--- src/rtl/dmem_pkg.sv ---
// Shared definitions for the data-memory arbiter.
//   port_e    : index of a requesting port (0 = CPU, 1 = DMA/debug)
//   state_e   : arbiter FSM states
//   mem_cmd_t : one port's command as presented to the data memory
//   ADDR_TOP_DEFAULT / MAX_LOCK_DEFAULT : default parameter values
//   addr_err  : true when a byte address lies above the legal range
package dmem_pkg;

    typedef enum logic {
        PORT0 = 1'b0,
        PORT1 = 1'b1
    } port_e;

    typedef enum logic {
        ARB   = 1'b0,
        LOCK1 = 1'b1
    } state_e;

    typedef struct packed {
        logic [31:0] addr;
        logic [31:0] wdata;
        logic [3:0]  we;
    } mem_cmd_t;

    localparam logic [31:0] ADDR_TOP_DEFAULT = 32'h0000_3FFF;
    localparam int unsigned MAX_LOCK_DEFAULT = 8;

    function automatic logic addr_err(input logic [31:0] addr, input logic [31:0] top);
        return addr > top;
    endfunction

endpackage

--- src/rtl/dmem_arbiter_if.sv ---
// One requester port of the data-memory arbiter.
//   req/addr/wdata/we : request side, driven by the master, held until gnt
//   gnt               : access performed this cycle (combinational)
//   rvalid/rdata/err  : one-cycle response, the cycle after the grant
// master modport: the CPU or DMA side; slave modport: the arbiter side.
interface dmem_arbiter_if;

    logic        req;
    logic [31:0] addr;
    logic [31:0] wdata;
    logic [3:0]  we;
    logic        gnt;
    logic        rvalid;
    logic [31:0] rdata;
    logic        err;

    modport master (
        output req, addr, wdata, we,
        input  gnt, rvalid, rdata, err
    );

    modport slave (
        input  req, addr, wdata, we,
        output gnt, rvalid, rdata, err
    );

endinterface

--- src/rtl/rr_arb2.sv ---
// Two-way round-robin grant with a last-granted pointer.
//   clk, reset : clock, synchronous active-low reset
//   req[1:0]   : requests (already qualified by the caller)
//   prio1      : give port 1 absolute priority this cycle (burst lock)
//   gnt[1:0]   : one-hot or zero grant, combinational
// The pointer tracks every grant, including those made under prio1, so
// a port 0 waiting behind a burst wins the first tie after the lock ends.
module rr_arb2
    import dmem_pkg::*;
(
    input  logic       clk,
    input  logic       reset,
    input  logic [1:0] req,
    input  logic       prio1,
    output logic [1:0] gnt
);

    port_e last_reg;

    always_ff @(posedge clk) begin
        if (!reset) begin
            // Port 1 counts as last granted, so port 0 wins the first tie.
            last_reg <= PORT1;
        end else if (gnt[0]) begin
            last_reg <= PORT0;
        end else if (gnt[1]) begin
            last_reg <= PORT1;
        end
    end

    always_comb begin
        gnt = req;
        if (req == 2'b11) begin
            if (prio1 || (last_reg == PORT0)) begin
                gnt = 2'b10;
            end else begin
                gnt = 2'b01;
            end
        end
    end

endmodule

--- src/rtl/dmem_arbiter.sv ---
// Two-port arbiter in front of a single-port data memory with
// asynchronous read.
//   clk, reset     : clock, synchronous active-low reset
//   m0             : CPU port (dmem_arbiter_if.slave)
//   m1             : DMA/debug port (dmem_arbiter_if.slave)
//   m1_lock        : port 1 asks for back-to-back grants (burst)
//   mem_addr/wdata : address and write data to the memory
//   mem_we         : byte-write mask to the memory (0 = no write)
//   mem_rdata      : asynchronous read data from the memory
// Grants are combinational; a write commits at the edge that ends its
// grant cycle and every access (read, write or range error) returns a
// one-cycle rvalid the following cycle.
module dmem_arbiter
    import dmem_pkg::*;
#(
    parameter logic [31:0] ADDR_TOP = ADDR_TOP_DEFAULT,
    parameter int unsigned MAX_LOCK = MAX_LOCK_DEFAULT
)(
    input  logic               clk,
    input  logic               reset,
    dmem_arbiter_if.slave      m0,
    dmem_arbiter_if.slave      m1,
    input  logic               m1_lock,
    output logic [31:0]        mem_addr,
    output logic [31:0]        mem_wdata,
    output logic [3:0]         mem_we,
    input  logic [31:0]        mem_rdata
);

    localparam int CNT_W = $clog2(MAX_LOCK + 1);
    localparam logic [CNT_W-1:0] CNT_MAX = CNT_W'(MAX_LOCK);
    localparam logic [CNT_W-1:0] CNT_ONE = CNT_W'(1);

    mem_cmd_t         cmd [2];
    logic [1:0]       req_vec;
    logic [1:0]       gnt_vec;
    logic [1:0]       err_vec;
    logic             prio1;

    state_e           state_reg, state_next;
    logic [CNT_W-1:0] cnt_reg, cnt_next;
    logic [CNT_W-1:0] cnt_inc;

    mem_cmd_t         sel_cmd;
    logic             sel_err;
    logic [31:0]      addr_hold_reg;
    logic [31:0]      wdata_hold_reg;

    assign cmd[0] = '{addr: m0.addr, wdata: m0.wdata, we: m0.we};
    assign cmd[1] = '{addr: m1.addr, wdata: m1.wdata, we: m1.we};

    // Requests are masked during reset so nothing is granted or written.
    assign req_vec = {m1.req, m0.req} & {2{reset}};
    assign prio1   = (state_reg == LOCK1) && m1_lock;

    rr_arb2 u_rr (
        .clk   (clk),
        .reset (reset),
        .req   (req_vec),
        .prio1 (prio1),
        .gnt   (gnt_vec)
    );

    assign m0.gnt = gnt_vec[0];
    assign m1.gnt = gnt_vec[1];

    // ------------------------------------------------------------------
    // Lock FSM: the counter includes the grant that entered LOCK1, so a
    // burst is at most MAX_LOCK grants long before port 0 gets a turn.
    // ------------------------------------------------------------------
    assign cnt_inc = cnt_reg + 1'b1;

    always_ff @(posedge clk) begin
        if (!reset) begin
            state_reg <= ARB;
            cnt_reg   <= '0;
        end else begin
            state_reg <= state_next;
            cnt_reg   <= cnt_next;
        end
    end

    always_comb begin
        state_next = state_reg;
        cnt_next   = cnt_reg;
        case (state_reg)
            ARB: begin
                if (gnt_vec[1] && m1_lock && (CNT_MAX != CNT_ONE)) begin
                    state_next = LOCK1;
                    cnt_next   = CNT_ONE;
                end
            end
            LOCK1: begin
                if (gnt_vec[1]) begin
                    cnt_next = cnt_inc;
                end
                if (!m1_lock || !m1.req || (gnt_vec[1] && (cnt_inc == CNT_MAX))) begin
                    state_next = ARB;
                    cnt_next   = '0;
                end
            end
            default: begin
                state_next = ARB;
                cnt_next   = '0;
            end
        endcase
    end

    // ------------------------------------------------------------------
    // Memory side: mirror the granted port, otherwise hold the last
    // address/data with the write mask cleared.
    // ------------------------------------------------------------------
    always_comb begin
        sel_cmd = cmd[0];
        sel_err = err_vec[0];
        if (gnt_vec[1]) begin
            sel_cmd = cmd[1];
            sel_err = err_vec[1];
        end
    end

    always_ff @(posedge clk) begin
        if (!reset) begin
            addr_hold_reg  <= '0;
            wdata_hold_reg <= '0;
        end else if (|gnt_vec) begin
            addr_hold_reg  <= sel_cmd.addr;
            wdata_hold_reg <= sel_cmd.wdata;
        end
    end

    always_comb begin
        mem_addr  = addr_hold_reg;
        mem_wdata = wdata_hold_reg;
        mem_we    = '0;
        if (!reset) begin
            mem_addr  = '0;
            mem_wdata = '0;
        end else if (|gnt_vec) begin
            mem_addr  = sel_cmd.addr;
            mem_wdata = sel_cmd.wdata;
            // Out-of-range accesses are granted but never write.
            mem_we    = sel_err ? 4'b0000 : sel_cmd.we;
        end
    end

    // ------------------------------------------------------------------
    // Per-port response registers.
    // ------------------------------------------------------------------
    genvar gi;
    generate
        for (gi = 0; gi < 2; gi++) begin : g_resp
            logic        rvalid_reg;
            logic [31:0] rdata_reg;
            logic        err_reg;

            assign err_vec[gi] = addr_err(cmd[gi].addr, ADDR_TOP);

            always_ff @(posedge clk) begin
                if (!reset) begin
                    rvalid_reg <= 1'b0;
                    rdata_reg  <= '0;
                    err_reg    <= 1'b0;
                end else begin
                    rvalid_reg <= gnt_vec[gi];
                    if (gnt_vec[gi]) begin
                        err_reg <= err_vec[gi];
                        // Writes and range errors answer with zero data.
                        if (err_vec[gi] || (cmd[gi].we != 4'b0000)) begin
                            rdata_reg <= '0;
                        end else begin
                            rdata_reg <= mem_rdata;
                        end
                    end
                end
            end
        end
    endgenerate

    // Responses are blanked while reset is low, which also drops a
    // response still pending from the cycle before reset.
    assign m0.rvalid = g_resp[0].rvalid_reg & reset;
    assign m0.rdata  = reset ? g_resp[0].rdata_reg : 32'h0;
    assign m0.err    = g_resp[0].err_reg & reset;
    assign m1.rvalid = g_resp[1].rvalid_reg & reset;
    assign m1.rdata  = reset ? g_resp[1].rdata_reg : 32'h0;
    assign m1.err    = g_resp[1].err_reg & reset;

endmodule

--- src/flat_wrapper.sv ---
// flat-port wrapper written by rule: the top's interface ports become plain ports
module dmem_arbiter_flat import dmem_pkg::*;
#(
    parameter logic [31:0] ADDR_TOP = ADDR_TOP_DEFAULT,
    parameter int unsigned MAX_LOCK = MAX_LOCK_DEFAULT
)
  (clk, reset, m1_lock, mem_addr, mem_wdata, mem_we, mem_rdata, m0_req, m0_addr, m0_wdata, m0_we, m0_gnt, m0_rvalid, m0_rdata, m0_err, m1_req, m1_addr, m1_wdata, m1_we, m1_gnt, m1_rvalid, m1_rdata, m1_err);
  dmem_arbiter_if m0_i ();
  dmem_arbiter_if m1_i ();
  input  logic clk;
  input  logic reset;
  input  logic m1_lock;
  output logic [31:0] mem_addr;
  output logic [31:0] mem_wdata;
  output logic [3:0] mem_we;
  input  logic [31:0] mem_rdata;
  input wire logic [$bits(m0_i.req)-1:0] m0_req;
  input wire logic [$bits(m0_i.addr)-1:0] m0_addr;
  input wire logic [$bits(m0_i.wdata)-1:0] m0_wdata;
  input wire logic [$bits(m0_i.we)-1:0] m0_we;
  output wire logic [$bits(m0_i.gnt)-1:0] m0_gnt;
  output wire logic [$bits(m0_i.rvalid)-1:0] m0_rvalid;
  output wire logic [$bits(m0_i.rdata)-1:0] m0_rdata;
  output wire logic [$bits(m0_i.err)-1:0] m0_err;
  input wire logic [$bits(m1_i.req)-1:0] m1_req;
  input wire logic [$bits(m1_i.addr)-1:0] m1_addr;
  input wire logic [$bits(m1_i.wdata)-1:0] m1_wdata;
  input wire logic [$bits(m1_i.we)-1:0] m1_we;
  output wire logic [$bits(m1_i.gnt)-1:0] m1_gnt;
  output wire logic [$bits(m1_i.rvalid)-1:0] m1_rvalid;
  output wire logic [$bits(m1_i.rdata)-1:0] m1_rdata;
  output wire logic [$bits(m1_i.err)-1:0] m1_err;
  assign m0_i.req = m0_req;
  assign m0_i.addr = m0_addr;
  assign m0_i.wdata = m0_wdata;
  assign m0_i.we = m0_we;
  assign m0_gnt = m0_i.gnt;
  assign m0_rvalid = m0_i.rvalid;
  assign m0_rdata = m0_i.rdata;
  assign m0_err = m0_i.err;
  assign m1_i.req = m1_req;
  assign m1_i.addr = m1_addr;
  assign m1_i.wdata = m1_wdata;
  assign m1_i.we = m1_we;
  assign m1_gnt = m1_i.gnt;
  assign m1_rvalid = m1_i.rvalid;
  assign m1_rdata = m1_i.rdata;
  assign m1_err = m1_i.err;
  dmem_arbiter #(.ADDR_TOP(ADDR_TOP), .MAX_LOCK(MAX_LOCK)) u_core (.clk(clk), .reset(reset), .m0(m0_i), .m1(m1_i), .m1_lock(m1_lock), .mem_addr(mem_addr), .mem_wdata(mem_wdata), .mem_we(mem_we), .mem_rdata(mem_rdata));
endmodule
--- config.mk ---
export PLATFORM = sky130hd
export DESIGN_NAME = dmem_arbiter_flat
export DESIGN_NICKNAME = d
export VERILOG_FILES = /design/src/rtl/dmem_pkg.sv /design/src/rtl/dmem_arbiter_if.sv /design/src/rtl/rr_arb2.sv /design/src/rtl/dmem_arbiter.sv /design/src/flat_wrapper.sv
export SDC_FILE = /design/constraint.sdc
export NUM_CORES = 1
export LEC_CHECK = 0
export ABC_AREA = 1
export CELL_PAD_IN_SITES_DETAIL_PLACEMENT = 1
export CELL_PAD_IN_SITES_GLOBAL_PLACEMENT = 1
export CORE_ASPECT_RATIO = 0.75
export CORE_UTILIZATION = 25
export CTS_BUF_LIST = sky130_fd_sc_hd__clkbuf_8
export DETAILED_ROUTE_END_ITERATION = 6
export PLACE_DENSITY_LB_ADDON = 0.2
export SYNTH_ARGS = -nofsm -noshare
export SYNTH_HDL_FRONTEND = slang
export SYNTH_SLANG_ARGS = --single-unit
--- constraint.sdc ---
create_clock -name clk -period 1.8 [get_ports clk]
set_input_delay 0.45 -clock clk [delete_from_list [all_inputs] [get_ports clk]]
set_output_delay 0.45 -clock clk [all_outputs]
set_load 0.01 [all_outputs]
==> reports/results.tsv, run 1 <==
metric	value	unit
Post-synth EDFFs	0	
share of layout cells above drive strength 1	31.3	%
RSZ-0062 raised after global routing	yes	
initial core utilization	25.8	%
# clock sinks	138	
Post-CTS Hold Fix Bufs	0	
Synth Cell Area	0.00650	mm²
grt total ovfl	0	
YS warnings	0	
area of the multi-input gates	0.00343	mm²
post-route ant nets	0	
Netlist cell types	27	
via count	8356	
period utilization	152	%
non-filler cells, final	1824	
pre-CTS WS	-1250	ps
CP max FO	6	
setup TNS	-57820	ps
post-synth top area share	42.5	%
sequential area share after synthesis	42.5	%
Post-synth top cells	nand2_1 (350), inv_1 (161), dfxtp_1 (138)	
sequential cell area	0.00277	mm²
Critical Path RT	1350	ps
Yosys reg bits	138	
Final Setup Violations	91	
DP Cell Count	1674	
DRT Wirelength	35.0	mm
status	complete, but fails checks	
Critical Path End Type	primary output	
Core Region	0.0252	mm²
Placer Congestion	0.804	
Util after Layout	51.8	%
Slew Viols, Final	0	
CTS buffer count	17	
Final WS setup	-942	ps
Rows	50	
Post-Syn Nets	1150	
Sw Share	30.4	%
Final min period	2740	ps
WL/cell	19.2	µm
PD cells	642	mW/mm²
Top FF cell, synth	dfxtp_1	
Post-Route Skew	14.2	ps
clock transition at the registers of the reported paths	90	ps
internal power	5.83	mW
Slew @ Worst Pin	349	ps
max-cap check violation count	0	
NetSw	2.55	mW
fin nets	1645	
Die ar.	0.0267	mm²
clk root buf	clkbuf_8	
Post-DP HPWL	19.9	mm
failing checks	negative setup slack	
Remaining DRCs	0	
most frequent cell after synthesis	nand2_1	
Flop pwr share	39.0	%
IO Pins	311	
area grow syn2layout	101	%
synthesized instance count	975	
Peak Freq	0.365	GHz
synth top area cells	dfxtp_1 (42%), nand2_1 (20%), inv_1 (9.3%), o211ai_1 (6.0%), nand3_1 (4.7%)	
startpoint types	register	
max FFs per register	64	
Pre-Repair DR Iteration Count	4	
Max-slew headroom	76.5	%
DRT iter0 DRCs	339	
TritonCTS clock tree	yes	
Port Buf Inserts	310	
Power Total	8.39	mW
Pleak	6.92	nW
clock buffer depth	2	
largest area contributor in the netlist	dfxtp_1	
Min-Delay Path Class	in -> reg	
Comb power frac	28.7	%
# fillers	3037	
overall global routing resource usage	24.0	%
vias in the first global route	8554	
data arrival time of the worst path	2290	ps
die extent in x	188	µm
first-pass GRT wire length	48.5	mm
syn avg cell area	6.67	µm²
Fin. Hold Viols	0	
Clk pwr share	32.3	%
CTS H-tree depth	4	
peak supply drop	0.000477	V
clock latency on the worst-skew pair	480	ps
Async SR Flop Fraction	0	%
largest net degree at the start of global routing	34	
initial antenna violation count	3	
crit path kind	reg -> out	
die height	142	µm
DR vias/cell	4.58	
[cells by family (layout without fill, tap and decap cells)]
family	count (synthesis)	in the layout	synth area share, %
buffers and inverters	228	735	13.5
multiplexers	4	4	0.616
AND/OR/NAND/NOR	473	474	30.3
adder cells (fa/ha/maj)	2	2	0.385
other	0	3	0
AO/OA/AOI/OAI	130	130	12.7
flip-flops	138	138	42.5
[worst max-delay path: stages (launching register included)]
cell	delay (ps)
dfxtp_4	370
nand2_4	70
inv_6	80
a21oi_4	70
buf_4	140
buf_6	130
buf_16	130
buf_8	120
buf_4	140
o21ai_0	210
o21bai_1	110
inv_1	70
buf_2	140
[cells in the final DEF (no fill, tap or decap), types with 28 or more instances in the layout]
| cell type | netlist | final |
|---|---|---|
| buf_2 | 17 | 36 |
| buf_4 | 1 | 165 |
| buf_6 | 0 | 50 |
| clkdlybuf4s50_1 | 0 | 168 |
| dfxtp_1 | 138 | 136 |
| dlygate4sd2_1 | 0 | 55 |
| inv_1 | 161 | 159 |
| nand2_1 | 350 | 303 |
| nand3_1 | 61 | 28 |
| nand3_2 | 1 | 31 |
| nand4_1 | 38 | 38 |
| o211ai_1 | 52 | 52 |
| o21ai_1 | 5 | 28 |
[metal layers]
metal  routed length, µm  track usage (%)
met5                  12                0
met4                 603             7.27
met2               16000             39.4
met1               16300             31.1
met3                2030             5.66
[cell type report]
cell class / instances / share of cell area [%]
antenna: 3 / 0.0575
clock buffer: 20 / 2.11
clock inverter: 12 / 0.949
inverter: 164 / 4.92
multi-input combinational: 610 / 26.2
sequential: 138 / 21.2
tap: 338 / 3.24
timing repair buffer: 539 / 41.3
[timing repair]
| action | 4_1_cts | 5_1_grt |
|---|---|---|
| endpoints found under the setup margin | 173 | 148 |
| resized for setup | 498 | 164 |
| cloned | 15 | 9 |
| pin swaps | 13 | 21 |
| setup buffers | 67 | 27 |
[worst paths after layout]
kind              slack (ps)                     start  cells after the start                          end
setup / recovery        -940      u_core.u_rr.last_reg                     12                 mem_addr[29]
hold / removal           380                     reset                      3  u_core.g_resp[1].rvalid_reg
setup reg to reg        -910      u_core.u_rr.last_reg                     20    u_core.wdata_hold_reg[21]
hold reg to reg          480  u_core.g_resp[1].err_reg                      2     u_core.g_resp[1].err_reg
[power by group through the flow]
stage	registers, mW	logic (mW)	clock network, mW
floorplan	3.32	0.692	0
global placement	3.33	1.68	0
detailed placement	3.33	1.69	0
CTS	3.26	2.10	2.77
global route	3.29	2.54	2.89
finish	3.27	2.40	2.71
[through the flow]
step	hold slack [ps]	instance area [µm²]
after floorplan	426	6630
after global placement	448	10800
after detailed placement	454	10800
after CTS	300	12300
after global routing	359	13100
final	380	13100
Note: power is estimated with default switching activity, not from simulation.
==> run 2, diff against run 1 <==
Settings changed: CTS_CLUSTER_SIZE from default to 12.
==> results of run 2 <==
No change in the layout: final DEF, timing and power equal those of run 1.
==> run 3, diff against run 2 <==
Settings changed: SLEW_MARGIN from default to 20.
==> results of run 3 <==
No change in the layout: final DEF, timing and power equal those of run 1.
